--- config.mk ---
export PLATFORM = sky130hd
export DESIGN_NAME = multimode_ff_register
export DESIGN_NICKNAME = d
export VERILOG_FILES = /design/src/rtl/multimode_ff_register.sv
export SDC_FILE = /design/constraint.sdc
export NUM_CORES = 1
export LEC_CHECK = 0
export BUFFER_PORTS_ARGS = -buffer_cell sky130_fd_sc_hd__buf_4
export CORE_MARGIN = 2
export CORE_UTILIZATION = 53
export CTS_CLUSTER_DIAMETER = 80
export CTS_CLUSTER_SIZE = 8
export DETAILED_ROUTE_END_ITERATION = 7
export PLACE_DENSITY_LB_ADDON = 0.08
export SLEW_MARGIN = 20
export SYNTH_ARGS = -nofsm -noshare
export SYNTH_HDL_FRONTEND = slang
export SYNTH_SLANG_ARGS = --single-unit
--- constraint.sdc ---
create_clock -name clk -period 1.55 [get_ports clk]
set_input_delay 0.0775 -clock clk [delete_from_list [all_inputs] [get_ports clk]]
set_output_delay 0.0775 -clock clk [all_outputs]
set_load 0.1 [all_outputs]
--- src/rtl/multimode_ff_register.sv ---
// multimode_ff_register: WIDTH-bit register of JK-style cells with eight
// update modes (D, T, JK, SR, shift left/right, count up, hold), a sticky
// SR-illegal error flag, a count-wrap pulse and complementary outputs.
module multimode_ff_register #(
  parameter int unsigned     WIDTH   = 8,
  parameter logic [WIDTH-1:0] RST_VAL = {WIDTH{1'b0}}
) (
  input  logic             clk,
  input  logic             rst,
  input  logic             en,
  input  logic [2:0]       mode,
  input  logic [WIDTH-1:0] a,
  input  logic [WIDTH-1:0] b,
  input  logic             sin,
  input  logic             err_clr,
  output logic [WIDTH-1:0] q,
  output logic [WIDTH-1:0] q_bar,
  output logic             sout,
  output logic             wrap,
  output logic             err
);

  typedef enum logic [2:0] {
    MODE_D     = 3'b000,
    MODE_T     = 3'b001,
    MODE_JK    = 3'b010,
    MODE_SR    = 3'b011,
    MODE_SHL   = 3'b100,
    MODE_SHR   = 3'b101,
    MODE_COUNT = 3'b110,
    MODE_HOLD  = 3'b111
  } mode_e;

  mode_e            mode_sel;
  logic [WIDTH-1:0] q_next;
  logic             sout_next;
  logic             wrap_next;
  logic             sr_illegal;

  assign mode_sel   = mode_e'(mode);
  assign sr_illegal = en && (mode_sel == MODE_SR) && (|(a & b));

  // Next-state selection for q and the registered side outputs.
  always_comb begin
    // NOTE: every output of this block gets a default first, so no path
    // through the case statement can leave a variable unassigned (no latch).
    q_next    = q;
    sout_next = 1'b0;
    wrap_next = 1'b0;
    if (en) begin
      unique case (mode_sel)
        MODE_D:     q_next = a;
        MODE_T:     q_next = q ^ a;
        MODE_JK:    q_next = (a & ~q) | (~b & q);
        // S=R=1 falls into the hold term: a^b is 0 for that bit.
        MODE_SR:    q_next = (a & ~b) | (q & ~(a ^ b));
        MODE_SHL: begin
          q_next    = {q[WIDTH-2:0], sin};
          sout_next = q[WIDTH-1];
        end
        MODE_SHR: begin
          q_next    = {sin, q[WIDTH-1:1]};
          sout_next = q[0];
        end
        MODE_COUNT: begin
          q_next    = q + 1'b1;
          wrap_next = &q;
        end
        MODE_HOLD:  q_next = q;
        default:    q_next = q;
      endcase
    end
  end

  // State register: synchronous reset, then update; err is sticky with
  // set taking priority over clear.
  always_ff @(posedge clk) begin
    // NOTE: sequential state uses non-blocking assignments so all registers
    // sample pre-edge values regardless of statement order.
    if (rst) begin
      q    <= RST_VAL;
      sout <= 1'b0;
      wrap <= 1'b0;
      err  <= 1'b0;
    end else begin
      q    <= q_next;
      sout <= sout_next;
      wrap <= wrap_next;
      if (sr_illegal)   err <= 1'b1;
      else if (err_clr) err <= 1'b0;
    end
  end

  assign q_bar = ~q;

endmodule

[Word-level counts from Yosys, hierarchy flattened]
Cells that the tools add are included.
Widths: inputs -> output; s select.
Storage, ports and cells
  register bits after elaboration: 11
  output and inout bits: 19
  word-level logic and storage cells: 40
Cells by class
  $add $sub $neg: 1
  equality and inequality tests: 7
  muxes and demuxes: 4
  bitwise gates (word level): 15
  reduce and logical (&&, ||, !) cells: 9
Operators with widths (number)
  $pmux 8 s7: 1
  $and 8x8->8: 5
  $not 8->8: 3
  $or 8x8->8: 2
  $xor 8x8->8: 2
  $eq 3x3->1 const B: 4
  $add 8x1->8 const B: 1
  $reduce_and 8->1: 1
  $reduce_or 8->1: 1
  $eq 3x2->1 const B: 2
  $eq 3x1->1 const B: 1
  $logic_not 3->1: 1
  $not 1->1: 3
  $reduce_or 3->1: 1
  $logic_and 1x1->1: 2
  $mux 1: 2
  $pmux 1 s2: 1
  $reduce_and 2->1: 1
  $reduce_bool 2->1: 1
  $reduce_or 2->1: 1

[Depth between registers and ports, before layout]
Gate-level depths: netlist of run 1.
  word-level depth: 5
  gate-level depth with buffers: 7

[Least setup slack after synthesis of run 1]
No wires, ideal clock.
  path type: register to register
  from: register q[3]
  to: register q[3]
  arrival: 2816 ps
  required time: 1412 ps
  setup slack: -1403 ps
  cell stages (with the launch flop): 7
  period minus slack after synthesis: 2953 ps
  cells stage by stage: dfxtp_1 buf_4 clkinv_1 nor4_4 a2111oi_1 o311ai_1 o311ai_1
Between the ends
  word-level cells in the longest chain between the ends: 4
  elaborated cells between the ends (all ways): 9
  classes of those cells: add/sub: 1; mux: 1; bitwise: 7
RTL lines
  from (decl): RTL line 16  | output logic [WIDTH-1:0] q,
  from (signal assigned): RTL line 86  | q <= q_next;
  $not 8->8
  net q_bar[3]: RTL line 17  | output logic [WIDTH-1:0] q_bar,
  $and 8x8->8: RTL line 54  | MODE_JK: q_next = (a & ~q) | (~b & q);
  $or 8x8->8: RTL line 54
  $pmux 8 s7: RTL line 51  | unique case (mode_sel)
The timed path passes the listed nets, and every way through them passes these cells.
A chain may end at the register's enable or synchronous reset.

[Worst setup path in the final report of run 1]
  from: register q[1]
  to: register q[6]
Between the ends
  word-level cells in the longest chain between the ends: 2
RTL lines
  $add 8x1->8: RTL line 66  | q_next = q + 1'b1;
  $pmux 8 s7: RTL line 51
Every way passes these cells.

==> results of run 1 <==
[layer usage]
metal,vias to the layer above,routed length (um),track usage
met5,-,0,0
met4,0,42,0.0831
met3,6,518,0.0408
met2,123,2080,0.416
met1,810,1940,0.423
li1,835,-,-
[state kept, by name (all words and copies together) (netlist names)]
register and cells:
err 1, sout 1, wrap 1, q 8
[worst paths after layout]
check / end / cells after the start
hold / removal: q[1] / 2
setup / recovery: q[6] / 6
hold reg to reg: err / 2
setup reg to reg: q[6] / 6
[power groups by stage]
stage / registers [uW] / logic, uW / clock network (uW)
after global routing: 354 / 746 / 222
after CTS: 348 / 696 / 216
after global placement: 353 / 686 / 0
after detailed placement: 354 / 693 / 0
after floorplan: 466 / 410 / 0
final: 351 / 704 / 222
[layout by cell type, fill, tap and decap left out, types with 3 or more instances in the layout]
| cell type | netlist | final |
|---|---|---|
| a21oi_1 | 18 | 18 |
| nor4_1 | 3 | 3 |
| nand2b_1 | 3 | 3 |
| dfxtp_1 | 11 | 3 |
| inv_1 | 15 | 11 |
| o22ai_1 | 5 | 5 |
| o311ai_1 | 4 | 3 |
| inv_2 | 5 | 5 |
| o21ai_1 | 9 | 10 |
| nor3b_1 | 8 | 8 |
| clkinvlp_4 | 0 | 4 |
| buf_4 | 4 | 47 |
| ha_1 | 17 | 17 |
| nand2_1 | 14 | 14 |
| o21ai_0 | 10 | 9 |
| nand3_1 | 9 | 8 |
| a211oi_1 | 5 | 5 |
| o221ai_1 | 5 | 5 |
| clkbuf_4 | 0 | 3 |
| dfxtp_4 | 0 | 7 |
| nor2_1 | 12 | 12 |
[final cells by class]
class	count	area, um^2	area share
clock buffers	4	26.3	0.0139
well taps	31	38.8	0.0206
multi-input cells	159	1120	0.595
inverters	21	98.8	0.0524
repair buffers	47	353	0.187
flip-flops and latches	11	248	0.131
[worst max-delay path, delay by kind of cell (launching register included)]
kind	cells	cell delay [ns]
compound gates	2	0.25
xor+xnor	1	0.14
fa+ha+maj	1	0.23
flops	1	0.43
simple gates	2	0.30
[metrics by stage]
stage          power (uW)  area [um^2]
2_1_floorplan         876         1570
3_3_place_gp         1040         1840
3_5_place_dp         1050         1840
4_1_cts              1260         1870
5_1_grt              1320         1890
6_report             1280         1890
[kinds of logic after synthesis]
group | count (synthesis) | share of synthesized area
AO/OA/AOI/OAI | 74 | 0.322
AND/OR/NAND/NOR | 64 | 0.240
buffers and inverters | 36 | 0.123
adder cells (fa/ha/maj) | 17 | 0.140
flip-flops | 11 | 0.145
XOR/XNOR | 3 | 0.0223
multiplexers | 1 | 0.00661
[repair_timing]
| item | 4_1_cts | 5_1_grt |
|---|---|---|
| setup endpoints to repair | 0 | 3 |
| gates resized for setup | 0 | 2 |
| setup buffers | 0 | 1 |
==> out/qor.yml, run 1 <==
run_status:
  status: "finished with violations"
  violations: "negative hold slack"
timing:
  rsz0062_at_grt: "no"
  tns_ns: 0
  setup_viol: 0
  hold_viol: 1
  fin_worst_skew_ns: 0.00844
  relSlewSlack: 0.714
  period_needed_ns: 1.45
  min_period_over_period: 0.937
  worstMarginPinSlew_ns: 0.428
  timing.hold.ws_ns: -0.000378
  fin_ws_ns: 0.0970
  final_max_slew_viol_count: 0
  max_freq_mhz: 688
cells_and_area:
  diodes: 0
  fin_nets: 284
  nFillCells: 237
  final_cells: 273
  layout-drive-gt1-share: 0.318
  post-route-util: 0.690
  syn_to_final_growth_pct: 24.4
placement:
  dp.cells: 268
  gp_congestion: 0.931
  dp_slack_ns: 0.0859
  port_buffers: 42
  hpwlAfterDp_um: 3290
logic_synthesis:
  syn-cell-area_um2: 1520
  syn_inst: 206
  netlist_top_cells_area: "dfxtp_1 (15%), ha_1 (14%), a21oi_1 (5.9%), nor3b_1 (4.0%), inv_1 (3.7%)"
  ys_types: 53
  yosys-top-cells-count: "a21oi_1 (18), ha_1 (17), inv_1 (15)"
  avgSynthCellArea_um2: 7.36
  syn-num-nets: 247
  synth-main-ff-cell: "dfxtp_1"
  synth_async_sr_flop_share: 0
  synth_edf_count: 0
  synth_top_area_share: 0.145
  yosys.area.top_type: "dfxtp_1"
  ys_warn_count: 0
  ys_ff_latch: 11
  yosys.cell_count.top_type: "a21oi_1"
  seq_area_frac_synth: 0.145
hold_path:
  hold_class: "in2reg"
  hp-start: "rst"
global_routing:
  grt_usage: 0.282
  grt_pass1_wl_um: 7370
  grt-ovfl-total: 0
  first_global_vias: 1501
  antenna_found_initial: 0
  grt_max_degree: 34
drt:
  vias: 1774
  viasPerCell: 6.50
  drt_iter0_drc: 151
  wl_um: 4580
  firstDrtPassIters: 6
  ant_nets: 0
  routedWlPerCell_um: 16.8
  drc: 0
setup_path:
  r2r-start: "q[1]"
  start_kind: "register"
  cp_cell_sequence: "ha_1 -> nand3_2 -> nor3_2 -> xnor2_1 -> o221a_1 -> o21ai_1"
  slowest_delay_ns: 0.43
  worstSetupPathType: "reg2reg"
  worst_ep_arrival_time_ns: 1.62
  required_ns: 1.72
  startpoint: "q[1]"
  cp-end-kind: "register"
  worst_path_max_delay_cell: "dfxtp_4"
  reg2reg_slack_ns: 0.1
  cp_max_fo: 10
power_and_ir_drop:
  p_leak_uw: 0.000779
  seq_power_share: 0.275
  p_per_area_nw_per_um2: 677
  combPwrFrac: 0.552
  clkPwrFrac: 0.174
  ir_drop_mv: 0.563
  switching_share: 0.521
  p_int_uw: 611
  p_sw_uw: 665
clock_tree:
  cts_root_buf: "clkbuf_4"
  cts_tree: "yes"
  clk_pin_slew_ns: 0.09
  clockBufferDepth: 2
  cts_made_buffers: 3
  htree_levels: 1
  clock_latency_ns: 0.28
  cts_sinks: 11
  hold_buffers: 0
die:
  coreArea_um2: 2730
  fp.dieH_um: 57.5
  initial_core_util: 0.554
  die_w_um: 57.5
  io_pins: 43
  die-area_um2: 3300
  rows: 19
run:
  maxCapViolations: 0
(Power assumes the default switching activity.)
==> inputs of run 2 (changes only) <==
--- a/config.mk
+++ b/config.mk
@@ -5,13 +5,13 @@
 export SDC_FILE = /design/constraint.sdc
 export NUM_CORES = 1
 export LEC_CHECK = 0
-export BUFFER_PORTS_ARGS = -buffer_cell sky130_fd_sc_hd__buf_4
 export CORE_MARGIN = 2
-export CORE_UTILIZATION = 53
+export CORE_UTILIZATION = 64
 export CTS_CLUSTER_DIAMETER = 80
 export CTS_CLUSTER_SIZE = 8
 export DETAILED_ROUTE_END_ITERATION = 7
-export PLACE_DENSITY_LB_ADDON = 0.08
+export DONT_BUFFER_PORTS = 1
+export PLACE_DENSITY = 0.87
 export SLEW_MARGIN = 20
 export SYNTH_ARGS = -nofsm -noshare
 export SYNTH_HDL_FRONTEND = slang
==> run 2 against run 1 <==
Net effect:
- the run now ends clean
- design area is 8.4% lower
- global-route usage up 9.2 points
- sequential share of layout area increased by 1.2 points
- setup slack lost 0.057 ns
- power decreased by 7.1%
- combinational power fell by 12%
- core utilization rose by 8.4 points
- flip-flop and latch count did not move
- critical path type unchanged
- largest cell class unchanged
==> out/qor.yml, run 2 (same netlist as run 1, synthesis figures left out) <==
drt:
  ant_nets: 0
  drc: 0
  vias: 1826
  routedWlPerCell_um: 19.2
  wl_um: 4760
  drt_iter0_drc: 206
  firstDrtPassIters: 6
  viasPerCell: 7.36
run:
  maxCapViolations: 0
die:
  die-area_um2: 2770
  fp.dieH_um: 52.7
  io_pins: 43
  rows: 17
  coreArea_um2: 2230
  die_w_um: 52.7
  initial_core_util: 0.678
global_routing:
  gr-usage-met3: 0.109
  grt_max_degree: 33
  antenna_found_initial: 0
  grt_pass1_wl_um: 7700
  met1_usage: 0.445
  first_global_vias: 1689
  grt_usage: 0.374
  busiest_layer: "met2"
  grtUsageMet2: 0.610
  grt-ovfl-total: 0
power_and_ir_drop:
  ir_drop_mv: 0.505
  p_per_area_nw_per_um2: 686
  p_leak_uw: 0.000671
timing:
  fin_ws_ns: 0.0399
  relSlewSlack: 0.728
  min_period_over_period: 0.974
  fin_worst_skew_ns: 0.00186
  max_freq_mhz: 662
  hold_viol: 0
  final_max_slew_viol_count: 0
  period_needed_ns: 1.51
  setup_viol: 0
  worstMarginPinSlew_ns: 0.404
cells_and_area:
  fin_nets: 262
  syn_to_final_growth_pct: 14.0
  largest_reg_flops: 8
  nFillCells: 167
  final_common_cell: "buf_4"
  diodes: 0
  largest-register: "q"
  layout-drive-gt1-share: 0.232
  final_area_um2: 1730
  layout.cells.most_common_list: "buf_4 (20), a21oi_1 (18), ha_1 (17)"
clock_tree:
  cts_sinks: 11
  cts_tree: "yes"
  cts_made_buffers: 3
  clk_pin_slew_ns: 0.08
  clockBufferDepth: 2
  htree_levels: 1
  clock_latency_ns: 0.29
  cts_root_buf: "clkbuf_4"
placement:
  gp_congestion: 0.968
  dp_slack_ns: 0.0974
  dpl_cell_area_um2: 1640
  port_buffers: 0
  hpwlAfterDp_um: 3250
setup_path:
  worstSetupPathType: "reg2reg"
  cp-end-kind: "register"
  cp_max_fo: 9
  required_ns: 1.71
  start_kind: "register"
  worst_ep_arrival_time_ns: 1.67
  rr_worst_depth: 6
run_status:
  status: "completed"
hold_path:
  hold_path_depth: 2
  hold_class: "in2reg"
[run 2: cell types whose count changed in the layout (fill, tap and decap cells not counted)]
cell	change
clkinv_2	+1
buf_4	-27
o311ai_2	-1
a2111oi_1	-1
clkbuf_1	-1
o311ai_1	+1
dlygate4sd3_1	+5
a2111oi_2	+1
[run 2: area by class of cell]
type	instances	area (um^2)	share of cell area
multi-input combinational	159	1120	0.647
sequential	11	248	0.143
timing repair buffer	25	200	0.116
inverter	21	98.8	0.0572
tap	28	35.0	0.0203
clock buffer	3	22.5	0.0130
clock inverter	1	5.00	0.00290
[run 2: path summary, 6_finish.rpt]
kind | from | end | slack, ns
worst max register to register | q[0] | q[7] | 0.04
worst max-delay path | q[0] | q[7] | 0.04
worst min-delay path | mode[0] | q[2] | 0.01
worst min register to register | err | err | 0.51
[run 2: power breakdown]
| part | leakage, uW | total [uW] | switching [uW] | internal, uW |
|---|---|---|---|---|
| Clock | 0.0000177 | 219 | 123 | 96.0 |
| Combinational | 0.000558 | 618 | 442 | 176 |
| Sequential | 0.0000952 | 349 | 46.5 | 302 |
| Total | 0.000671 | 1190 | 612 | 574 |
[run 2: what timing repair did]
action	in CTS	in global routing
gates resized for setup	0	2
hold buffers	5	0
setup endpoints to repair	0	2
buffers inserted	0	0
hold endpoints to repair	6	0
[run 2: metrics by stage]
step,total power (uW),setup TNS (ns),utilization,std cells,hold WS [ns]
after floorplan,876,-1.92,-,206,0.140
after global placement,927,0,0.734,239,0.144
after detailed placement,942,0,0.734,239,0.146
after CTS,1170,0,0.769,248,0.00493
after global routing,1230,-0.0133,0.774,248,0.0191
final,1190,0,0.774,248,0.00957
[run 2: critical path, stage by stage (launching register included)]
cell and delay (ns):
dfxtp_4 0.37, buf_4 0.16, nand4_1 0.10, nor2_1 0.20
xnor2_1 0.11, a221oi_1 0.31, a31oi_1 0.13
[run 2: routing by layer]
metal  wire, um  vias to the layer above
li1           -                      793
met1       1800                      838
met2       2180                      163
met3        583                       32
met4        199                        0
met5          0                        -
==> inputs of run 3 (changes only) <==
--- a/config.mk
+++ b/config.mk
@@ -5,13 +5,15 @@
 export SDC_FILE = /design/constraint.sdc
 export NUM_CORES = 1
 export LEC_CHECK = 0
+export CELL_PAD_IN_SITES_DETAIL_PLACEMENT = 1
+export CELL_PAD_IN_SITES_GLOBAL_PLACEMENT = 1
 export CORE_MARGIN = 2
-export CORE_UTILIZATION = 64
+export CORE_UTILIZATION = 45
 export CTS_CLUSTER_DIAMETER = 80
 export CTS_CLUSTER_SIZE = 8
 export DETAILED_ROUTE_END_ITERATION = 7
 export DONT_BUFFER_PORTS = 1
-export PLACE_DENSITY = 0.87
+export PLACE_DENSITY = 0.86
 export SLEW_MARGIN = 20
 export SYNTH_ARGS = -nofsm -noshare
 export SYNTH_HDL_FRONTEND = slang
==> constraint.sdc (replaced) <==
create_clock -name clk -period 1.5 [get_ports clk]
set_input_delay 0.075 -clock clk [delete_from_list [all_inputs] [get_ports clk]]
set_output_delay 0.075 -clock clk [all_outputs]
set_load 0.1 [all_outputs]
==> run 3 against run 2 <==
Net effect:
- the flow now finishes with violations (negative hold slack)
- critical endpoint is now q[3]
- cell count grew 9.7%
- via count down 1.1%
- flip-flop and latch count unchanged
- critical path type unchanged
- register-to-register slack worse by 0.04 ns
- non-clock buffer count is 6 higher
- design area is 5.6% higher
==> out/qor.yml, run 3 (same netlist as run 1, synthesis figures left out) <==
run_status:
  status: "finished with violations"
  violations: "negative hold slack"
timing:
  relSlewSlack: 0.692
  hold_viol: 1
  setup_viol: 0
  min_period_over_period: 0.999
  worstMarginPinSlew_ns: 0.462
  final_max_slew_viol_count: 0
  period_needed_ns: 1.50
  max_freq_mhz: 667
  fin_worst_skew_ns: 0.00904
  timing.hold.ws_ns: -0.00715
global_routing:
  grt_max_degree: 32
  grt-ovfl-total: 0
  grt_usage: 0.297
  grt_pass1_wl_um: 8420
  antenna_found_initial: 0
  first_global_vias: 1726
die:
  die_w_um: 62.0
  die-area_um2: 3850
  io_pins: 43
  coreArea_um2: 3280
  fp.dieH_um: 62.0
  initial_core_util: 0.461
  rows: 21
clock_tree:
  clk_pin_slew_ns: 0.09
  cts_root_buf: "clkbuf_4"
  cts_tree: "yes"
  cts_made_buffers: 3
  clockBufferDepth: 2
  clock_latency_ns: 0.30
  cts_sinks: 11
  htree_levels: 1
power_and_ir_drop:
  combPwrFrac: 0.538
  p_int_uw: 613
  p_per_area_nw_per_um2: 702
  p_sw_uw: 669
  clkPwrFrac: 0.188
  seq_power_share: 0.274
  ir_drop_mv: 0.211
  switching_share: 0.522
  p_leak_uw: 0.000699
setup_path:
  start_kind: "register"
  cp.buffers_inverters: 1
  slowest_delay_ns: 0.37
  r2r-end: "q[3]"
  worst_path_max_delay_cell: "dfxtp_4"
  r2r-start: "q[1]"
  path_depth: 5
  cp-end-kind: "register"
  critPathTopFamily: "compound AO/OA/AOI/OAI gates"
  worst_ep_arrival_time_ns: 1.66
  required_ns: 1.66
  reg2reg_slack_ns: 0.001
  cp_max_fo: 7
  cp_cell_sequence: "buf_4 -> a21oi_1 -> a2111oi_4 -> o311ai_2 -> o311ai_1"
  rr_worst_depth: 5
  worstSetupPathType: "reg2reg"
hold_path:
  hp-start: "a[2]"
  hold_path_depth: 2
  hold_end: "q[2]"
  hold_class: "in2reg"
drt:
  ant_nets: 0
  wl_um: 5870
  drc: 0
  routedWlPerCell_um: 21.6
  firstDrtPassIters: 4
  drt_iter0_drc: 166
  vias: 1806
  viasPerCell: 6.64
placement:
  hpwlAfterDp_um: 3860
  port_buffers: 0
  gp_congestion: 0.913
run:
  maxCapViolations: 0
cells_and_area:
  largest_reg_flops: 8
  layout-drive-gt1-share: 0.261
  diodes: 0
  layout.cells.most_common_list: "buf_4 (26), a21oi_1 (18), ha_1 (16)"
  post-route-util: 0.556
  largest-register: "q"
  fin_nets: 268
  final_common_cell: "buf_4"
  syn_to_final_growth_pct: 20.5
[run 3: cell count changes in the layout (fill, tap and decap cells not counted)]
cell,delta
o311ai_1,-1
a2111oi_2,-1
clkbuf_1,+1
dfxtp_2,-1
dfxtp_4,+1
ha_1,-1
ha_2,+1
a2111oi_4,+1
o221ai_1,-1
buf_4,+6
clkinv_2,-1
o221ai_2,+1
o311ai_2,+1
[run 3: timing repair]
action | 4_1_cts | 5_1_grt
hold endpoints to repair | 7 | 1
endpoints found under the setup margin | 0 | 4
hold buffers | 4 | 1
resized for setup | 0 | 7
setup buffers | 0 | 5
[run 3: stage by stage]
stage,worst slack (ns),instances,cell area (um^2),power (uW),setup TNS (ns)
global route,-0.0740,272,1830,1330,-0.0962
detailed placement,0.0531,258,1670,985,0
finish,0.00141,272,1830,1280,0
CTS,0.0474,266,1740,1230,0
floorplan,-0.541,206,1570,905,-2.23
global placement,0.130,258,1670,968,0
[run 3: worst max path at each step]
stage	startpoint	to	slack, ns
after detailed placement	q[3]	q[3]	0.05
after floorplan	q[1]	q[3]	-0.54
after CTS	q[0]	q[6]	0.05
after global routing	q[1]	q[3]	-0.07
after global placement	q[0]	q[6]	0.13
final	q[1]	q[3]	0.001
[run 3: power groups by stage]
| stage | Clock, uW | Combinational, uW | Sequential, uW |
|---|---|---|---|
| after floorplan | 0 | 423 | 482 |
| after global placement | 0 | 607 | 360 |
| after detailed placement | 0 | 622 | 363 |
| after CTS | 232 | 639 | 356 |
| after global routing | 255 | 721 | 356 |
| final | 241 | 690 | 351 |
[run 3: layout make-up]
class                      count  area (um^2)
clock buffer                   4         26.3
fill                         404         1460
timing repair buffer          31          245
multi-input combinational    159         1150
inverter                      21         98.8
sequential                    11          250
tap                           46         57.6
[run 3: per-layer routing]
metal | vias to the layer above | GRT usage | share of wire
met5 | - | 0 | 0
met4 | 0 | 0.134 | 0.032
met3 | 21 | 0.0911 | 0.085
met2 | 95 | 0.454 | 0.49
met1 | 888 | 0.384 | 0.40
li1 | 802 | - | -
